--- config.mk ---
export PLATFORM = sky130hd
export DESIGN_NAME = ram_arbiter
export DESIGN_NICKNAME = d
export VERILOG_FILES = /design/src/rtl/ram_arbiter.sv
export SDC_FILE = /design/constraint.sdc
export NUM_CORES = 1
export LEC_CHECK = 0
export BUFFER_PORTS_ARGS = -buffer_cell sky130_fd_sc_hd__buf_4
export CORE_MARGIN = 2
export CORE_UTILIZATION = 45
export DETAILED_ROUTE_END_ITERATION = 12
export PLACE_DENSITY = 0.78
export SLEW_MARGIN = 10
export SYNTH_ARGS = -nofsm -noshare
export SYNTH_HDL_FRONTEND = slang
export SYNTH_SLANG_ARGS = --single-unit
--- constraint.sdc ---
create_clock -name CLK_50 -period 1.5 [get_ports CLK_50]
set_input_delay 0.075 -clock CLK_50 [delete_from_list [all_inputs] [get_ports CLK_50]]
set_output_delay 0.075 -clock CLK_50 [all_outputs]
set_load 0.05 [all_outputs]
--- src/rtl/ram_arbiter.sv ---
// Two-port RAM arbiter: CPU read/write vs. screen-fetch read, 1-cycle RAM latency.
// Optional screen starvation guard enabled with `define ARB_STARVE_GUARD_EN.
module ram_arbiter #(
  parameter int DATA_WIDTH = 16,
  parameter int ADDR_WIDTH = 12,
  parameter int MAX_WAIT   = 4
) (
  input  logic                  CLK_50,
  input  logic                  resetN,
  input  logic                  cpu_req,
  input  logic                  cpu_we,
  input  logic [ADDR_WIDTH-1:0] cpu_addr,
  input  logic [DATA_WIDTH-1:0] cpu_wdata,
  output logic                  cpu_gnt,
  output logic                  cpu_rvalid,
  output logic [DATA_WIDTH-1:0] cpu_rdata,
  input  logic                  scr_req,
  input  logic [ADDR_WIDTH-1:0] scr_addr,
  output logic                  scr_gnt,
  output logic                  scr_rvalid,
  output logic [DATA_WIDTH-1:0] scr_rdata,
  output logic [ADDR_WIDTH-1:0] ram_addr,
  output logic                  ram_we,
  output logic [DATA_WIDTH-1:0] ram_wdata,
  input  logic [DATA_WIDTH-1:0] ram_rdata
);

  typedef enum logic [1:0] {
    IDLE   = 2'd0,
    RD_CPU = 2'd1,
    RD_SCR = 2'd2
  } state_e;

  if (MAX_WAIT < 1) begin : g_bad_max_wait
    $error("MAX_WAIT must be at least 1");
  end

  state_e                  state_q, state_d;
  logic                    run_q, run_d;
  logic [ADDR_WIDTH-1:0]   addr_q, addr_d;
  logic [DATA_WIDTH-1:0]   wdata_q, wdata_d;
  logic [DATA_WIDTH-1:0]   cpu_rdata_q, cpu_rdata_d;
  logic [DATA_WIDTH-1:0]   scr_rdata_q, scr_rdata_d;
  logic                    force_scr;

`ifdef ARB_STARVE_GUARD_EN
  localparam int CW = $clog2(MAX_WAIT + 1);
  localparam logic [CW-1:0] WMAX = CW'(MAX_WAIT);

  logic [CW-1:0] cnt_q, cnt_d;

  assign force_scr = scr_req && (cnt_q == WMAX);

  always_comb begin
    cnt_d = cnt_q;
    if (!scr_req || scr_gnt) begin
      cnt_d = '0;
    end else if (cnt_q != WMAX) begin
      cnt_d = cnt_q + 1'b1;
    end
  end

  always_ff @(posedge CLK_50 or negedge resetN) begin
    if (!resetN) begin
      cnt_q <= '0;
    end else begin
      cnt_q <= cnt_d;
    end
  end
`else
  assign force_scr = 1'b0;
`endif

  // run_q keeps grants low while reset is held, without using resetN as data
  assign run_d = 1'b1;

  assign cpu_gnt = run_q & cpu_req & ~force_scr;
  assign scr_gnt = run_q & scr_req & (~cpu_req | force_scr);

  always_comb begin
    addr_d  = addr_q;
    wdata_d = wdata_q;
    unique case (1'b1)
      cpu_gnt: begin
        addr_d  = cpu_addr;
        wdata_d = cpu_wdata;
      end
      scr_gnt: addr_d = scr_addr;
      default: ;
    endcase
  end

  assign ram_addr  = addr_d;
  assign ram_wdata = wdata_d;
  assign ram_we    = cpu_gnt & cpu_we;

  always_comb begin
    state_d = IDLE;
    unique case (1'b1)
      cpu_gnt & ~cpu_we: state_d = RD_CPU;
      scr_gnt:           state_d = RD_SCR;
      default:           state_d = IDLE;
    endcase
  end

  assign cpu_rvalid = (state_q == RD_CPU);
  assign scr_rvalid = (state_q == RD_SCR);

  // rdata follows the RAM while valid and holds the last valid word otherwise
  always_comb begin
    cpu_rdata_d = cpu_rdata_q;
    scr_rdata_d = scr_rdata_q;
    if (cpu_rvalid) begin
      cpu_rdata_d = ram_rdata;
    end
    if (scr_rvalid) begin
      scr_rdata_d = ram_rdata;
    end
  end

  assign cpu_rdata = cpu_rdata_d;
  assign scr_rdata = scr_rdata_d;

  always_ff @(posedge CLK_50 or negedge resetN) begin
    if (!resetN) begin
      state_q     <= IDLE;
      run_q       <= 1'b0;
      addr_q      <= '0;
      wdata_q     <= '0;
      cpu_rdata_q <= '0;
      scr_rdata_q <= '0;
    end else begin
      state_q     <= state_d;
      run_q       <= run_d;
      addr_q      <= addr_d;
      wdata_q     <= wdata_d;
      cpu_rdata_q <= cpu_rdata_d;
      scr_rdata_q <= scr_rdata_d;
    end
  end

endmodule

==> out/qor.tcl <==
set qor(status) {finished with violations}
set qor(failed_checks) {setup timing}
set qor(numCtsBuffers) 9
set qor(avgViaCountPerCell) 5.36
set qor(dieWidth_um) 80.1
set qor(hold_class) {in -> reg}
set qor(global_route.usage.total) 0.254
set qor(starting_density_of_the_core) 0.470
set qor(netlist_instances) 170
set qor(p_int_mw) 4.00
set qor(clkLatencyLatePin_ns) 0.34
set qor(post-route-worst-setup-slack_ns) -0.221
set qor(finalNetCount) 418
set qor(power.switching_mw) 2.66
set qor(worst_clock_skew_ns) 0.0121
set qor(clk_path_buf_depth) 2
set qor(cts-htree-levels) 3
set qor(multi_input_comb_area_um2) 1310
set qor(design_power_total_mw) 6.66
set qor(irDropWorstVdd_mv) 0.922
set qor(p_comb_frac) 0.483
set qor(ys_seq_area_frac) 0.605
set qor(power_density_nw_per_um2) 1290
set qor(regArea_um2) 1580
set qor(r2r_setup_slack_ns) 0.12
set qor(postLayoutCoreUtil) 0.932
set qor(grt_max_degree) 50
set qor(core_um2) 5540
set qor(p_leak_nw) 2.46
set qor(place_ws_ns) 0.136
set qor(dr_total_vias) 2326
set qor(n_antenna_cell) 0
set qor(crit_path_max_fanout) 6
set qor(reg_to_reg_end) {wdata_q[5]}
set qor(drt_pass1_iterations) 4
set qor(yosys_register_bits) 63
set qor(grt-ovfl-total) 0
set qor(clk_transition_reported_paths_ns) 0.08
set qor(layout_common_cells) {sky130_fd_sc_hd__buf_4, sky130_fd_sc_hd__dfrtp_1, sky130_fd_sc_hd__mux2_4, sky130_fd_sc_hd__buf_6, sky130_fd_sc_hd__dlygate4sd3_1}
set qor(floorplan.die_area_um2) 6410
set qor(detailedPlacementHpwl_um) 4520
set qor(number_of_clock_sinks) 63
set qor(hold_violations) 0
set qor(hold_path.startpoint) {ram_rdata[3]}
set qor(layout_commonest_cell) {sky130_fd_sc_hd__buf_4}
set qor(detail_route.wirelength_um) 10300
set qor(final-max-slew-violation-count) 0
set qor(worst_r2r_startpoint) {run_q}
set qor(seq_power_share) 0.323
set qor(top_level_ports) 126
set qor(gp_congestion) 0.711
set qor(sw_frac_of_total) 0.400
set qor(worstSetupPathType) {reg -> out}
set qor(cp-end-kind) {primary output}
set qor(placementRows) 27
set qor(netlist_cell_types) 17
set qor(tritoncts) {yes}
set qor(postPlaceCellArea_um2) 3780
set qor(wl_per_cell_um) 23.7
set qor(whs_endpoint) {scr_rdata_q[3]}
set qor(drtAntennaViolNets) 0
set qor(worst-r2r-cell-count) 4
set qor(finish.instance_area_um2) 5160
set qor(drive_above_1_share) 0.713
set qor(timing.critical_path.required_ns) 1.42
set qor(synth_warnings) 0
set qor(final.fill_count) 166
set qor(grt_setup_unrepaired) {yes}
set qor(min_path_cells) 2
set qor(syn-mean-instance-area_um2) 15.3
set qor(netlist_area_um2) 2600
set qor(first_pass_grt_wire_length_um) 12200
set qor(synth_fp_nets) 231
set qor(achievable-frequency_ghz) 0.581
set qor(placement.io_buffers) 125
set qor(antenna_found_initial) 0
set qor(pwr-share-clk) 0.194
set qor(finalCritPeriodShare) 1.15
set qor(remaining_drc_errors) 0
set qor(cp-start-kind) {flip-flop}
set qor(clock_tree.root_cell) {sky130_fd_sc_hd__clkbuf_8}
set qor(critPathArrivalTime_ns) 1.65
set qor(die_h_um) 80.1
set qor(setup_viol) 61
set qor(syn_to_final_growth_pct) 98.2
set qor(drt_iter0_drc) 80
set qor(maxCapViolations) 0
set qor(vias_in_the_first_global_route) 2422
set qor(final_period_minus_worst_setup_slack_ns) 1.72
[worst max-delay path by stage]
stage	startpoint	endpoint	slack (ns)	cells past startpoint
floorplan	run_q	addr_q[0]	-0.02	4
global placement	state_q[0]	scr_rdata[3]	0.16	4
detailed placement	state_q[0]	scr_rdata[0]	0.14	4
CTS	state_q[0]	cpu_rdata[15]	-0.18	4
global route	run_q	ram_addr[10]	-0.25	6
finish	run_q	ram_addr[11]	-0.22	5
[registers in the layout (all words and copies together), names as in the netlist]
| name | cells |
|---|---|
| state_q | 2 |
| cpu_rdata_q | 16 |
| scr_rdata_q | 16 |
| wdata_q | 16 |
| run_q | 1 |
| addr_q | 12 |
[layout make-up]
| type | instances | area share |
|---|---|---|
| tap | 72 | 0.0174 |
| sequential | 63 | 0.305 |
| inverter | 3 | 0.00267 |
| clock buffer | 10 | 0.0247 |
| clock inverter | 6 | 0.00727 |
| multi-input combinational | 93 | 0.254 |
| timing repair buffer | 187 | 0.388 |
[metrics by stage]
| step | hold WS (ns) | setup TNS (ns) | instances |
|---|---|---|---|
| 6_report | 0.00733 | -10.07 | 434 |
| 5_1_grt | -0.00518 | -11.99 | 434 |
| 4_1_cts | 0.000326 | -7.03 | 416 |
| 3_5_place_dp | -0.0514 | 0 | 366 |
| 3_3_place_gp | -0.0572 | 0 | 366 |
| 2_1_floorplan | -0.221 | -0.0233 | 170 |
[timing repair]
action | in CTS | in global routing
gates cloned | 0 | 6
pin swaps | 7 | 20
resized for setup | 95 | 58
hold endpoints to repair | 96 | 0
setup endpoints to repair | 60 | 62
hold buffers | 30 | 0
setup buffers | 4 | 12
[critical path, cell delays in order (launching register included)]
cell	delay (ns)
sky130_fd_sc_hd__dfrtp_1	0.44
sky130_fd_sc_hd__nand2_4	0.18
sky130_fd_sc_hd__clkbuf_16	0.19
sky130_fd_sc_hd__o22ai_2	0.10
sky130_fd_sc_hd__a21oi_2	0.20
sky130_fd_sc_hd__buf_6	0.19
[kinds of logic after synthesis]
kind of cell,synth area share
DFF,0.605
muxes,0.256
AOI/OAI and AO/OA,0.0807
and+or+nand+nor,0.0154
other,0.00144
buffers and inverters,0.0408
[power groups by stage]
stage / clock network [mW] / logic (mW) / registers, mW
after floorplan: 0 / 1.72 / 2.08
after global placement: 0 / 2.39 / 2.10
after detailed placement: 0 / 2.42 / 2.12
after CTS: 1.27 / 2.84 / 2.10
after global routing: 1.41 / 3.31 / 2.17
final: 1.29 / 3.22 / 2.15
[synthesized netlist by cell type]
master,n,area share
sky130_fd_sc_hd__dfrtp_1,63,0.61
sky130_fd_sc_hd__mux2_4,34,0.20
sky130_fd_sc_hd__o22ai_1,24,0.058
sky130_fd_sc_hd__mux2_2,14,0.061
sky130_fd_sc_hd__a21oi_1,12,0.023
sky130_fd_sc_hd__buf_6,5,0.022
sky130_fd_sc_hd__buf_2,4,0.0077
sky130_fd_sc_hd__inv_1,3,0.0043
sky130_fd_sc_hd__nor2_1,3,0.0043
sky130_fd_sc_hd__and3_1,1,0.0024
sky130_fd_sc_hd__buf_8,1,0.0058
sky130_fd_sc_hd__clkbuf_1,1,0.0014
sky130_fd_sc_hd__conb_1,1,0.0014
sky130_fd_sc_hd__nand2_1,1,0.0014
sky130_fd_sc_hd__nand2_2,1,0.0024
sky130_fd_sc_hd__nand2b_1,1,0.0024
sky130_fd_sc_hd__nor2b_1,1,0.0024
[layer usage]
layer | GRT usage | share of wire | vias up
met3 | 0.0685 | 0.067 | 25
met1 | 0.310 | 0.38 | 1176
met2 | 0.423 | 0.52 | 134
met5 | 0 | 0 | -
li1 | - | - | 991
met4 | 0.110 | 0.032 | 0
No activity file was read; power rests on OpenSTA's default activity.
